==> src/rtl/vga_fb_arbiter.sv <==
// Purpose: shares one framebuffer RAM port between display fetch, a single-word writer and a frame-clear engine.
// Latency: fetch issued 2 pixels ahead of the beam; writer sees ram_we in the request cycle, wr_ack one cycle later.
// Backpressure: display fetch always wins; writer and clear stall on fetch slots, writer is not served while clearing.
module vga_fb_arbiter #(
    parameter int SCREEN_X = 1368,
    parameter int SCREEN_Y = 768,
    parameter int H_PERIOD = 1801,
    parameter int V_PERIOD = 796,
    parameter int FB_W     = 171,
    parameter int FB_H     = 96
) (
    input  logic        clk,
    input  logic        rst,
    input  logic [10:0] posX,
    input  logic [10:0] posY,
    output logic [2:0]  pixel,
    output logic [14:0] ram_addr,
    output logic        ram_we,
    output logic [2:0]  ram_wdata,
    input  logic [2:0]  ram_rdata,
    input  logic        wr_req,
    input  logic [14:0] wr_addr,
    input  logic [2:0]  wr_data,
    output logic        wr_ack,
    output logic        wr_err,
    input  logic        clr_req,
    input  logic [2:0]  clr_color,
    output logic        clr_busy,
    output logic        frame_start
);

    localparam int FB_SIZE = FB_W * FB_H;

    typedef enum logic [1:0] {IDLE, ACK, CLEAR} state_t;

    state_t      state;
    logic [14:0] clrCnt;
    logic [2:0]  clrColorQ;
    logic        fetchQ;
    logic [2:0]  pixReg;

    logic [11:0] txSum;
    logic [11:0] tySum;
    logic [10:0] tx;
    logic [10:0] ty;
    logic        fetch;
    logic [14:0] fetchAddr;
    logic        wrInRange;

    // Look two pixels ahead so RAM read data lands in the pixel register just as the beam enters the cell.
    always_comb begin
        txSum = {1'b0, posX} + 12'd2;
        tySum = {1'b0, posY};
        if (txSum >= 12'(H_PERIOD)) begin
            txSum = txSum - 12'(H_PERIOD);
            tySum = tySum + 12'd1;
        end
        if (tySum >= 12'(V_PERIOD)) begin
            tySum = 12'd0;
        end
        tx = txSum[10:0];
        ty = tySum[10:0];
    end

    assign fetch     = (tx < 11'(SCREEN_X)) && (ty < 11'(SCREEN_Y)) && (tx[2:0] == 3'd0);
    assign fetchAddr = 15'(ty[10:3]) * 15'(FB_W) + 15'(tx[10:3]);
    assign wrInRange = (wr_addr < 15'(FB_SIZE));

    // RAM port mux: fetch owns the port in its slot, otherwise the writer (IDLE) or the clear engine drives it.
    always_comb begin
        ram_we    = 1'b0;
        ram_addr  = 15'd0;
        ram_wdata = 3'd0;
        if (fetch) begin
            ram_addr = fetchAddr;
        end else if (!rst) begin
            case (state)
                IDLE: begin
                    if (!clr_req && wr_req && wrInRange) begin
                        ram_we    = 1'b1;
                        ram_addr  = wr_addr;
                        ram_wdata = wr_data;
                    end
                end
                CLEAR: begin
                    ram_we    = 1'b1;
                    ram_addr  = clrCnt;
                    ram_wdata = clrColorQ;
                end
                default: begin
                    ram_we = 1'b0;
                end
            endcase
        end
    end

    // Writer / clear sequencer with registered ack, error and busy flags.
    always_ff @(posedge clk) begin
        if (rst) begin
            state     <= IDLE;
            clrCnt    <= 15'd0;
            clrColorQ <= 3'd0;
            wr_ack    <= 1'b0;
            wr_err    <= 1'b0;
            clr_busy  <= 1'b0;
        end else begin
            wr_ack <= 1'b0;
            wr_err <= 1'b0;
            case (state)
                IDLE: begin
                    if (clr_req) begin
                        state     <= CLEAR;
                        clrCnt    <= 15'd0;
                        clrColorQ <= clr_color;
                        clr_busy  <= 1'b1;
                    end else if (wr_req && !fetch) begin
                        state  <= ACK;
                        wr_ack <= 1'b1;
                        wr_err <= !wrInRange;
                    end
                end
                ACK: begin
                    // A clear requested while acking is taken straight after the ack cycle.
                    if (clr_req) begin
                        state     <= CLEAR;
                        clrCnt    <= 15'd0;
                        clrColorQ <= clr_color;
                        clr_busy  <= 1'b1;
                    end else begin
                        state <= IDLE;
                    end
                end
                CLEAR: begin
                    if (!fetch) begin
                        if (clrCnt == 15'(FB_SIZE - 1)) begin
                            state    <= IDLE;
                            clrCnt   <= 15'd0;
                            clr_busy <= 1'b0;
                        end else begin
                            clrCnt <= clrCnt + 15'd1;
                        end
                    end
                end
                default: begin
                    state <= IDLE;
                end
            endcase
        end
    end

    // Capture read data one cycle after the fetch address was presented.
    always_ff @(posedge clk) begin
        if (rst) begin
            fetchQ <= 1'b0;
            pixReg <= 3'd0;
        end else begin
            fetchQ <= fetch;
            if (fetchQ) begin
                pixReg <= ram_rdata;
            end
        end
    end

    assign pixel       = ((posX < 11'(SCREEN_X)) && (posY < 11'(SCREEN_Y))) ? pixReg : 3'd0;
    assign frame_start = (posX == 11'd0) && (posY == 11'd0);

endmodule
==> config.mk <==
export PLATFORM = sky130hd
export DESIGN_NAME = vga_fb_arbiter
export DESIGN_NICKNAME = d
export VERILOG_FILES = /design/src/rtl/vga_fb_arbiter.sv
export SDC_FILE = /design/constraint.sdc
export NUM_CORES = 1
export LEC_CHECK = 0
export ABC_AREA = 1
export CORE_MARGIN = 8
export CORE_UTILIZATION = 45
export CTS_CLUSTER_SIZE = 12
export DETAILED_ROUTE_END_ITERATION = 10
export PLACE_DENSITY = 0.72
export REMOVE_ABC_BUFFERS = 1
export SLEW_MARGIN = 20
export SYNTH_ARGS = -nofsm -noshare
export SYNTH_HDL_FRONTEND = slang
export SYNTH_SLANG_ARGS = --single-unit
==> constraint.sdc <==
create_clock -name clk -period 8.43 [get_ports clk]
set_input_delay 1.686 -clock clk [delete_from_list [all_inputs] [get_ports clk]]
set_output_delay 1.686 -clock clk [all_outputs]
set_load 0.02 [all_outputs]
# Yosys cells after proc, flatten, opt, wreduce, memory -nomap -nowiden
# Index checks and enable logic that the tools add are counted.
classes:
  add_sub_neg: 5
  mux: 31
  n_lt_le_gt_ge: 7
  n_reduce_logical: 22
  bitwise_logic: 2
  n_eq_ne: 7
  n_mul: 1
ops:
  columns: ["operator", "n"]
  rows:
  - ["2-to-1 mux 15 bit", 6]
  - ["one-hot mux 15 bit (2 select lines)", 2]
  - ["logical NOT 11 bit", 2]
  - ["< comparator 11 x 10 -> 1 bit (second input constant)", 2]
  - ["< comparator 11 bit (second input constant)", 2]
  - ["2-to-1 mux 11 bit", 2]
  - ["adder 15 x 1 -> 15 bit (second input constant)", 1]
  - ["adder 15 x 8 -> 15 bit", 1]
  - ["equality test 15 bit (second input constant)", 1]
  - ["< comparator 15 bit (second input constant)", 1]
  - ["multiplier 8 x 8 -> 15 bit (second input constant)", 1]
  - ["adder 11 x 1 -> 12 bit (second input constant)", 1]
  - ["adder 11 x 2 -> 12 bit (second input constant)", 1]
  - ["greater-or-equal comparator 12 x 10 -> 1 bit (second input constant)", 1]
  - ["greater-or-equal comparator 12 x 11 -> 1 bit (second input constant)", 1]
  - ["2-to-1 mux 12 bit", 1]
  - ["2-to-1 mux 3 bit", 4]
  - ["subtractor 11 bit (second input constant)", 1]
  - ["2-to-1 mux 2 bit", 5]
  - ["logical AND 1 bit", 7]
  - ["2-to-1 mux 1 bit", 7]
  - ["one-hot mux 2 bit (3 select lines)", 1]
  - ["one-hot mux 3 bit (2 select lines)", 1]
  - ["AND reduction 3 bit", 2]
  - ["other kinds (16)", 21]
totals:
  inputBits: 50
  register_bits: 27
  wordCells: 83

# Depth between registers and ports, before layout
logic_depth:
  word_depth: 13
  depth_mapped: 39

# Worst setup path before layout
# OpenSTA, ideal clock, no wires.
synth_timing:
  kind: "input to output"
  from: "in posX[1]"
  to: "out ram_addr[14]"
  slack_ps: -637
  cell_stages: 34
  arrival_ps: 7381
  cell_sequence: "ha_1 -> inv_1 -> nor2_2 -> nand2_1 -> nand2_2 -> nor2_4 -> nand4_2 -> nand2_4 -> nand2_8 -> buf_6 -> nand2_1 -> o21ai_1 -> a31oi_2 -> nand2_1 -> nor2_1 -> fa_1 -> ha_1 -> ha_1 -> inv_1 -> fa_1 -> inv_1 -> ha_1 -> a21o_1 -> a31oi_1 -> nor2_1 -> o21ai_0 -> nand2_1 -> a31oi_1 -> o21ai_0 -> nand2_1 -> nand2_1 -> a21oi_1 -> xnor2_1 -> o21ai_0"
synth_via:
  elab_chain_len: 9
synth_rtl:
  columns: ["element", "line_no", "rtl"]
  rows:
  - ["start: declaration", "14", "input logic [10:0] posX,"]
  - ["adder 11 x 2 -> 12 bit *", "52", "txSum = {1'b0, posX} + 12'd2;"]
  - ["branches (longest 7 deep; another with multiplier 8 x 8 -> 15 bit)", null, null]
  - ["2-to-1 mux 15 bit *", "74", "if (fetch) begin"]
  - ["end: declaration", "17", "output logic [14:0] ram_addr,"]
# Mark *: on every way between the ends.

# Worst setup path in the final report
layout_timing:
  from: "in posX[1]"
  to: "out ram_addr[13]"
# Same word-level chain as after synthesis.

==> Flow_metrics.wiki <==
{| class="wikitable"
! Metric !! Value
|-
| Outcome || finished with violations
|-
| Failing checks || setup timing
|-
| Cell count after synthesis || 662
|-
| Worst Setup SP || posX[1]
|-
| Data arrival time of the worst path || between 7000 and 8000 ps
|-
| Final Wtd Congestion || 0.971
|-
| Most frequent cells after synthesis || 132 x nand2_1, 108 x inv_1, 73 x nor2_1, 53 x ha_1, 37 x nand3_1
|-
| Total of buffers placed on input and output ports || between 70 and 80
|-
| Amount of wire on met2 after detailed routing || ~9.2 mm
|-
| GRT Residual Overflow || 0
|-
| Crit Path Class || primary input to output pin
|-
| Critical-path cell with the highest stage delay || fa_1
|-
| Largest net degree at the start of global routing || 21
|-
| Post-layout minimum cycle time || 8910 ps
|-
| Internal portion of total power || ~600 uW
|-
| Die height || about 110 um
|-
| Crit end category || output pin
|-
| Cell Count, Final, Fillers Out || ~1000
|-
| Dpl cell area || around 6200 um^2
|-
| Delay-heaviest family, CP || adder cells
|-
| Kind of start point of the critical path || primary input
|-
| Post-synthesis to final-layout area growth || 61.2%
|-
| Buffering stage count on the worst path with inverters included || 7
|-
| Worst reg2reg path startpoint || clrCnt[0]$_SDFFE_PP0P_
|-
| Total stage count of the critical path || 36
|-
| Yosys reg bits || 27
|-
| Initial drt markers || 410
|-
| Total power draw || about 1.1 mW
|-
| Area fraction of the dominant cell type after synthesis || 15.1%
|-
| Synth Area per Inst || 6.64 um^2
|-
| Longest Clk Path Bufs || 2
|-
| Max H-tree Level || 1
|-
| Maximum vdd ir drop || 126 uV
|-
| Worst slew margin relative to its limit || a little over half
|-
| Final Hold Viols || 0
|-
| Horizontal die dimension || between 100 and 150 um
|-
| Detailed placement HPWL || 11.2 mm
|-
| GRT Util Overall || between 20% and 30%
|-
| R2R cell count || 14
|-
| Setup WS post-layout || -482 ps
|-
| Number of enable-type register cells in the synthesized netlist || 0
|-
| Inserted Clock Buffers || 3
|-
| MaxCap Viol Count || 0
|-
| Post-Place Cells || slightly below 1000
|-
| CP Data Required Time || 6740 ps
|-
| Aggregate negative setup slack || -3020 ps
|-
| Largest clock skew in the final design || a little over 7 ps
|-
| WL met3 || 1.02 mm
|-
| Core Region || ~9600 um^2
|-
| Number of global-route vias before repair || about 5700
|-
| Initial core utilization || 45.6%
|-
| Largest cells by area after synthesis || ha_1 15%, dfxtp_1 12%, nand2_1 11%, inv_1 9.2%, fa_1 8.7%
|-
| # IOs || between 70 and 80
|-
| Sink Count || 27
|-
| Critical path's most frequent cell || nand2_2
|-
| Leakage component of the power || 3.40 nW
|-
| Clock Root Buffer || clkbuf_8
|-
| Sequential group share of total power || about an eighth
|-
| Final nets || 1016
|-
| RSZ-0062 raised after global routing || true
|-
| Post-layout instance area || 7090 um^2
|-
| Share of layout cells above drive strength 1 || 36.7%
|-
| Ratio of final minimum period to clock period || 106%
|-
| Wire length of the first global-routing pass || between 20 and 30 mm
|-
| Cell type with the largest total area after synthesis || ha_1
|-
| Setup-violating endpoint count in the final report || 9
|-
| Switching share of power || a little under half
|-
| Worst hold-check path type || flop to flop
|-
| Standard-cell row count || 36
|-
| CTS tree || done
|-
| Antenna violations before repair || 0
|-
| Number of vias after detailed routing || between 5000 and 6000
|-
| Remaining routing DRC violations || 0
|-
| Maximum operating frequency || between 100 and 150 MHz
|-
| Most used flip-flop cell after synthesis || dfxtp_1
|-
| Worst slew pin tran || about 670 ps
|-
| Die footprint || 13200 um^2
|-
| Average wire length per cell after detail routing || around 17 um
|-
| Part of the total power dissipated in the clock network || between 7 and 8%
|-
| Fraction of registers with async set/reset || 0%
|-
| Register clock-pin slew on the reported worst setup and hold paths || 100 ps
|-
| Pwr dens || between 150 and 200 nW/um^2
|-
| Capture point of the worst reg-to-reg path || clrCnt[13]$_SDFFE_PP0P_
|-
| Post-Syn Area || roughly 4400 um^2
|-
| WHS Path Cells || 2
|-
| Antenna cell count || 0
|-
| Switching Power || a little under 500 uW
|-
| Maximum single-stage delay on the critical path || 540 ps
|-
| Flop2flop setup slack || slightly below 6000 ps
|-
| Top sig layer || met4
|-
| Vias per Instance || 5.40
|-
| Clk_lat worst skew || ~290 ps
|-
| Cell with the most instances after synthesis || nand2_1
|-
| Length of routed wiring on met1 || about 6.5 mm
|-
| DRT Pass-1 Iters || 5
|-
| Largest fanout on the critical path || 6
|-
| Remaining antenna violation count after routing || 0
|-
| Capturing instance or port of the critical path || ram_addr[13]
|-
| Share of total power in combinational logic || roughly 80%
|-
| Count of different cell masters after synthesis || 50
|-
| Total number of yosys warnings || 0
|-
| Sequential area share after synthesis || 12.3%
|-
| Drt total wl || 17.4 mm
|-
| Final max-slew violation count || 0
|}
## state kept, by name (all words and copies together), names as in the netlist
signal     flops
clrCnt        15
clrColorQ      3
pixReg         3
state          2
clr_busy       1
fetchQ         1
wr_ack         1
wr_err         1
## worst min-delay path, stage by stage (launching register included)
cell and delay, ps:
dfxtp_1 310, inv_1 60, a21oi_1 60
## worst min-delay path by stage
stage,start,to,slack [ps]
2_1_floorplan,pixReg[0]$_SDFFE_PP0P_,pixReg[0]$_SDFFE_PP0P_,430
3_3_place_gp,pixReg[0]$_SDFFE_PP0P_,pixReg[0]$_SDFFE_PP0P_,450
3_5_place_dp,pixReg[2]$_SDFFE_PP0P_,pixReg[2]$_SDFFE_PP0P_,450
4_1_cts,pixReg[2]$_SDFFE_PP0P_,pixReg[2]$_SDFFE_PP0P_,470
5_1_grt,pixReg[0]$_SDFFE_PP0P_,pixReg[0]$_SDFFE_PP0P_,490
6_report,pixReg[2]$_SDFFE_PP0P_,pixReg[2]$_SDFFE_PP0P_,460
## cell families (layout without fill, tap and decap cells)
| family | Yosys count | after routing | synth area share, % |
|---|---|---|---|
| buf+inv | 129 | 355 | 12.2 |
| compound gates | 99 | 99 | 13.8 |
| fa+ha+maj | 72 | 72 | 23.7 |
| simple gates | 306 | 308 | 32.3 |
| xor+xnor | 27 | 27 | 5.55 |
| flops | 27 | 27 | 12.3 |
| other cells | 2 | 5 | 0.171 |
## through the flow
stage	utilization [%]	hold slack [ps]	setup slack (ps)
floorplan	-	430	-650
global placement	63.8	452	-1240
detailed placement	63.8	453	-1520
CTS	70.8	468	-150
global route	73.5	491	-694
finish	73.5	465	-482
## power groups by stage
stage	Clock, mW	Combinational (mW)	Sequential, mW
2_1_floorplan	0	0.309	0.143
3_3_place_gp	0	0.549	0.142
3_5_place_dp	0	0.564	0.143
4_1_cts	0.0786	0.693	0.140
5_1_grt	0.0829	0.914	0.141
6_report	0.0775	0.854	0.140
## layer usage
layer / GRT usage, % / up-vias
met5: 0 / -
li1: - / 2615
met2: 46.2 / 260
met3: 2.73 / 67
met1: 24.4 / 2595
met4: 9.63 / 0
## repair_timing
action / CTS / global route
cloned: 2 / 0
endpoints found under the setup margin: 11 / 11
buffers inserted: 27 / 9
pin swaps: 63 / 53
resized for setup: 183 / 69
hold buffers: 0 / 0
## cell type report
type | count | area (um^2)
well taps | 133 | 166
flip-flops and latches | 27 | 541
repair buffers | 234 | 1940
multi-input cells | 511 | 3950
clock buffers | 3 | 41.3
fillers | 714 | 2550
clock inverters | 1 | 5.00
inverters | 117 | 447
## cell usage in the layout, fill, tap and decap left out, types with 15 or more instances in the layout
cell type	count
a21oi_1	16
buf_4	158
clkdlybuf4s50_1	47
dfxtp_1	27
fa_1	15
ha_1	34
inv_1	98
inv_2	16
nand2_1	107
nand2_2	34
nand3_1	31
nor2_1	59
o21ai_0	21
xor2_1	15
(Power assumes the default switching activity.)
